### src/rtl/lane_car_counter.sv
// lane_car_counter
// Per-lane vehicle queue tracker. Each lane keeps a saturating car count that
// increments on an arrival pulse and, while the lane's light is green, drains
// one car every DRAIN_PERIOD cycles. All outputs come straight from registers.
//
// Optional feature: define LANE_CAR_COUNTER_OVF_EN to get a sticky per-lane
// overflow flag (set when an arrival hits a lane already at maximum count).
// Without it the overflow bus is tied to zero and no flag registers exist.
//
// Lane index order: N1,N2,E1,E2,S1,S2,W1,W2 (bit 0 = N1).

module lane_car_counter #(
   parameter int LANES        = 8,
   parameter int CNT_W        = 8,
   parameter int DRAIN_PERIOD = 4
) (
   input  logic                   clk,
   input  logic                   rst,
   input  logic [LANES-1:0]       carArrive,
   input  logic [LANES-1:0]       laneGreen,
   output logic [LANES*CNT_W-1:0] carCounts,
   output logic [LANES-1:0]       carDepart,
   output logic [LANES-1:0]       overflow
);

   // Drain timer only has to reach DRAIN_PERIOD-1; keep at least one bit so
   // the DRAIN_PERIOD=1 case still has a legal (always-zero) register.
   localparam int TMR_W = (DRAIN_PERIOD > 1) ? $clog2(DRAIN_PERIOD) : 1;

   // Timer value at which the current green period releases a car.
   localparam logic [TMR_W-1:0] TMR_LAST = TMR_W'(DRAIN_PERIOD - 1);

   // Count value at which further arrivals are dropped.
   localparam logic [CNT_W-1:0] CNT_MAX = '1;

   genvar gi;
   generate
      for (gi = 0; gi < LANES; gi++) begin : g_lane

         logic [CNT_W-1:0] r_cnt;
         logic [TMR_W-1:0] r_tmr;
         logic             r_dep;

         logic w_arr;
         logic w_active;
         logic w_dep;
         logic w_sat;

         // A lane is draining only while green with cars waiting; the timer
         // is meaningless otherwise and is held at zero so each new green
         // period (or newly non-empty green lane) starts a full period.
         assign w_arr    = carArrive[gi];
         assign w_active = laneGreen[gi] && (r_cnt != '0);
         assign w_dep    = w_active && (r_tmr == TMR_LAST);
         assign w_sat    = (r_cnt == CNT_MAX);

         // Drain timer: counts green cycles, wraps on each departure.
         always_ff @(posedge clk) begin
            if (rst) begin
               r_tmr <= '0;
            end else if (!w_active) begin
               r_tmr <= '0;
            end else if (w_dep) begin
               r_tmr <= '0;
            end else begin
               r_tmr <= r_tmr + 1'b1;
            end
         end

         // Queue length: arrivals add, departures subtract, both cancel.
         // Departure is never generated at zero, so no underflow guard needed.
         always_ff @(posedge clk) begin
            if (rst) begin
               r_cnt <= '0;
            end else begin
               unique case ({w_arr, w_dep})
                  2'b10: begin
                     if (!w_sat) begin
                        r_cnt <= r_cnt + 1'b1;
                     end
                  end
                  2'b01: begin
                     r_cnt <= r_cnt - 1'b1;
                  end
                  default: begin
                     r_cnt <= r_cnt;
                  end
               endcase
            end
         end

         // Departure pulse, aligned with the decremented count.
         always_ff @(posedge clk) begin
            if (rst) begin
               r_dep <= 1'b0;
            end else begin
               r_dep <= w_dep;
            end
         end

         assign carCounts[CNT_W*gi +: CNT_W] = r_cnt;
         assign carDepart[gi]                = r_dep;

`ifdef LANE_CAR_COUNTER_OVF_EN
         logic r_ovf;

         // Sticky overflow: an arrival was dropped because the lane was full
         // and nothing left that cycle to make room. Cleared only by reset.
         always_ff @(posedge clk) begin
            if (rst) begin
               r_ovf <= 1'b0;
            end else if (w_arr && !w_dep && w_sat) begin
               r_ovf <= 1'b1;
            end
         end

         assign overflow[gi] = r_ovf;
`endif

      end
   endgenerate

`ifndef LANE_CAR_COUNTER_OVF_EN
   assign overflow = '0;
`endif

endmodule

### config.mk
export PLATFORM = sky130hd
export DESIGN_NAME = lane_car_counter
export DESIGN_NICKNAME = d
export VERILOG_FILES = /design/src/rtl/lane_car_counter.sv
export SDC_FILE = /design/constraint.sdc
export NUM_CORES = 1
export LEC_CHECK = 0
export CAP_MARGIN = 25
export CORE_MARGIN = 10
export CORE_UTILIZATION = 55
export CTS_CLUSTER_SIZE = 10
export DETAILED_ROUTE_END_ITERATION = 10
export HOLD_SLACK_MARGIN = 0.15
export PLACE_DENSITY_LB_ADDON = 0.15
export SYNTH_ARGS = -nofsm -noshare
export SYNTH_HDL_FRONTEND = slang
export SYNTH_SLANG_ARGS = --single-unit
export TNS_END_PERCENT = 1
### constraint.sdc
create_clock -name clk -period 9.2 [get_ports clk]
set_input_delay 2.3 -clock clk [delete_from_list [all_inputs] [get_ports clk]]
set_output_delay 2.3 -clock clk [all_outputs]
set_load 0.02 [all_outputs]
=== Word level (Yosys, flattened, before mapping) ===
Cells that the tools add are included.

* Order comparisons: 0
* Muxes and demuxes: 16
* Shift-type cells: 0
* Equality and inequality tests: 40
* Divide/modulo/power cells: 0
* Multiply operators: 0
* Reduce and logical (&&, ||, !) cells: 48
* Bitwise logic cells: 8
* $add $sub $neg: 24

{| class="wikitable"
|+ Operators by type and width
! cell !! count
|-
| 8-bit case mux with 2 select lines || 8
|-
| 8-bit by 1-bit adder with 8-bit output (second input constant) || 8
|-
| 8-bit equality test (second input constant) || 8
|-
| 8-bit 2-to-1 mux || 8
|-
| 8-bit nonzero test || 8
|-
| 8-bit by 1-bit subtractor with 8-bit output (second input constant) || 8
|-
| 2-bit equality test (second input constant) || 16
|-
| 3-bit OR reduction || 8
|-
| 2-bit by 1-bit adder with 2-bit output (second input constant) || 8
|-
| 2-bit by 1-bit equality test with 1-bit output (second input constant) || 8
|-
| 1-bit logical AND || 16
|-
| 2-bit inequality test (second input constant) || 8
|-
| 2-bit AND reduction || 8
|-
| 2-bit nonzero test || 8
|-
| 1-bit inverter || 8
|}

* Bits in writable memories: 0
* Logic and storage cells: 160
* Memories: 0
* Bits in latches: 0
* ROM bits: 0
* Output and inout bits: 80
* Flip-flop bits (word level): 88
* Input port bits: 18

=== Longest topological paths before layout ===
* Depth after elaboration: 6
* Gate-level depth with buffers: 11
* Depth with buffers taken out: 11

=== Least setup slack after synthesis ===
No wires, ideal clock.

* Kind: input to register
* From: in laneGreen[6]
* To: reg g_lane[6].r_cnt[7]
* Arrival: 4409 ps
* Buffers on the path: 0
* Stages on the path: 9
* Setup slack: 4671 ps
* Data required time: 9079 ps
* Cells stage by stage: nand2_1 > a21oi_2 > nor2b_1 > ha_1 > a211oi_1 > o211ai_1 > a21oi_1 > mux2i_1 > mux2_2

* Cells in the longest elaborated chain, start to end: 5
* Elaborated cells on any way between the ends: 8
* Classes of those cells: eq/ne (3); mux (1); reduce/logical (4)

{| class="wikitable"
|+ RTL lines
! element !! line !! source
|-
| from (decl) || 20 || <nowiki>input logic [LANES-1:0] laneGreen,</nowiki>
|-
| 1-bit logical AND * || 53 || <nowiki>assign w_active = laneGreen[gi] && (r_cnt != '0);</nowiki>
|-
| 1-bit logical AND * || 54 || <nowiki>assign w_dep = w_active && (r_tmr == TMR_LAST);</nowiki>
|-
| 2-bit equality test or 2-bit by 1-bit equality test with 1-bit output (tied branches) || 76 || <nowiki>unique case ({w_arr, w_dep})</nowiki>
|-
| 2-bit inequality test (no line) or 2-bit nonzero test (tied branches) || - ||
|-
| 2-bit AND reduction (no line) || - ||
|-
| to (signal assigned) || 79 || <nowiki>r_cnt <= r_cnt + 1'b1;</nowiki>
|-
| to (signal assigned) || 83 || <nowiki>r_cnt <= r_cnt - 1'b1;</nowiki>
|-
| to (signal assigned) || 86 || <nowiki>r_cnt <= r_cnt;</nowiki>
|-
| to (decl) || 40 || <nowiki>logic [CNT_W-1:0] r_cnt;</nowiki>
|}

Mark *: on every way between the ends. The rest lies on a longest branch, timed or not.
A chain may end at the register's enable or synchronous reset.

=== Worst setup path after layout ===
Ends and elaborated chain as after synthesis.

==> flow_summary.yaml <==
sta:
  tightest_slew_ps: 935.4
  hold_viol_final: 0
  fin_crit_ps: 5037
  fmax_ghz: 0.1985
  slew_headroom_pct: 37.64
  finalCritPeriodShare_pct: 54.75
  slew_viol_final: 0
  setup_viol: 0
  rsz0062_at_grt: "false"
  finClkSkew_ps: 4.522
  fin_setup_tns_ps: 0
setup_path:
  worst_ep_required_time_ps: 9430
  endpoint_kind: "flip-flop"
  max_stage_delay_ps: 590
  start_kind: "input port"
  critPathTopFamily: "compound AO/OA/AOI/OAI gates"
  critPathMaxFanout: 8
  crit_type: "in -> reg"
  cp_cell_sequence: "clkdlybuf4s50_1 -> nand2_1 -> a21oi_2 -> nor2b_1 -> ha_1 -> a211oi_1 -> o211ai_1 -> a21oi_1 -> mux2i_1 -> mux2_2"
  cp_slowest_cell: "nor2b_1"
  rrSetupSlack_ps: 6000
  r2r-start: "g_lane[6].r_cnt[0]"
  arrival_ps: 5270
  crit_buf_inv: 1
  crit_start: "laneGreen[6]"
logic_synthesis:
  syn_avg_cell_area_um2: 9.008
  yosysUniqueCellTypes: 53
  synth_edf_count: 0
  async_reset_ff_share_pct: 0
  ys_ff_latch: 88
  ys.flop_type: "dfxtp_1"
  netlist_instances: 693
  yosysWarnings: 0
  ys_seq_area_share_pct: 28.22
  syn-cell-area_um2: 6242
placed_design:
  dp_hpwl_um: 10780
  place_congestion: 0.8366
  place_area_um2: 7179
  portBuffers: 89
clocking:
  clk_latency_ps: 340
  clock_sinks: 88
  cts_resized: 0
  cts_max_path_buffers: 2
  cts.reportedPaths.clkPinSlew_ps: 60
  cts_max_level: 3
  post_cts_buffers: 0
  cts_tree: "yes"
  hold_buffers: 0
  numCtsBuffers: 9
  clockRootBuffer: "clkbuf_16"
status:
  status: "finished, final reports clean"
die:
  rows: 38
  chipWidth_um: 126.5
  die_y_um: 126.5
  initial_core_util_pct: 56.84
  core_um2: 10980
  pin_count: 98
  die_area_um2: 16010
route:
  wl_met2_um: 6995
  antenna_left: 0
  post_drt_wl_per_cell_um: 15.52
  dr.first_iter.drc_count: 323
  vias: 5316
  top_layer: "met4"
  drc: 0
  postRouteWirelength_um: 14280
  avgViaCountPerCell: 5.778
  wl_met1_um: 6083
  wl_met3_um: 937
  dr.pass1.iters: 4
power:
  combPwrFrac_pct: 12.9
  p_int_mw: 0.6701
  switching_share_pct: 25.41
  pwr-share-seq_pct: 45.8
  p_leak_nw: 3.155
  clock_power_share_pct: 41.3
  ir_drop_uv: 88.15
  p_sw_mw: 0.2283
  power_mw: 0.8984
  power.density_nw_per_um2: 120.1
finish:
  final_cell_mix: "dfxtp_1 (88), clkdlybuf4s50_1 (88), nor2_1 (87), ha_1 (56), a21oi_1 (47)"
  drive_gt1_share_pct: 7.179
  area_delta_synth_final_pct: 19.82
  design_area_um2: 7480
  fin_nets: 857
  diodes: 0
global_routing:
  grt_max_degree: 50
  antenna_found_initial: 0
  grt_pass1_vias: 5143
  track_usage_pct: 17.37
  grt_pass1_wl_um: 24110
  gr-total-overflow: 0
hold_path:
  hold_path.class: "reg -> reg"
  hp-start: "g_lane[1].r_tmr[0]"
run:
  max_cap_violations: 0
-- cells in the mapped netlist (12+ instances only) --
cell type   n  share of area, %
a211oi_1   16               1.9
a21o_1     13               1.6
a21oi_1    47               3.8
buf_4      16               1.9
dfxtp_1    88                28
ha_1       56                11
inv_1      29               1.7
mux2i_1    39               6.3
nand2_1    39               2.3
nand4_1    17               1.7
nor2_1     87               5.2
nor2b_1    23               2.3
nor4_1     12               1.2
o211ai_1   14               1.7
o21ai_0    27               2.2
xnor2_1    25               3.5
-- final timing paths --
kind / end / depth (start not counted)
max: g_lane[6].r_cnt[7] / 10
min: g_lane[1].r_tmr[0] / 1
max reg2reg: g_lane[6].r_cnt[7] / 9
min reg2reg: g_lane[1].r_tmr[0] / 1
-- layout make-up --
type,count,area [µm²]
inverters,29,108.9
clock buffers,13,260.3
repair buffers,90,893.4
multi-input cells,557,4240
flip-flops and latches,88,1762
clock inverters,3,40.04
well taps,140,175.2
fillers,909,3503
-- worst reg2reg max path, cell delays in order (launching register included) --
cell      delay (ps)
dfxtp_1          520
nor4_2           120
a21oi_2          270
nor2b_1          590
ha_1             380
a211oi_1         290
o211ai_1         140
a21oi_1          220
mux2i_1          220
mux2_2           350
-- kinds of logic after synthesis --
kind of cell / Yosys count / synth area share [%]
buf+inv: 55 / 4.269
xor+xnor: 30 / 4.209
simple gates: 240 / 21.97
mux: 49 / 8.960
other cells: 1 / 0.06007
fa+ha+maj: 64 / 13.79
flops: 88 / 28.22
compound gates: 166 / 18.52
-- metrics by stage --
step                std cells  hold WS, ps  util (%)  worst slack, ps
global placement          904        411.1     65.37             3994
finish                    920        427.5     68.10             4163
CTS                       920        430.3     68.10             4216
detailed placement        904        417.1     65.37             3883
global route              920        438.5     68.10             4025
floorplan                 700        404.2         -             4671
-- sequential cells by signal (all words and copies together), names as in the netlist --
| name | count |
|---|---|
| g_lane.r_cnt | 64 |
| g_lane.r_dep | 8 |
| g_lane.r_tmr | 16 |
-- power by group through the flow --
| stage | sequential [mW] | clock [mW] | combinational (mW) |
|---|---|---|---|
| global placement | 0.419 | 0 | 0.112 |
| detailed placement | 0.420 | 0 | 0.117 |
| floorplan | 0.426 | 0 | 0.0703 |
| finish | 0.411 | 0.371 | 0.116 |
| global route | 0.414 | 0.392 | 0.128 |
| CTS | 0.411 | 0.381 | 0.117 |
-- metal layers --
metal | vias up | global-route usage [%]
met1 | 2483 | 20.40
met5 | - | 0
met4 | 0 | 7.033
li1 | 2687 | -
met2 | 127 | 29.28
met3 | 19 | 4.748
Power figures use the tool's default switching activity.
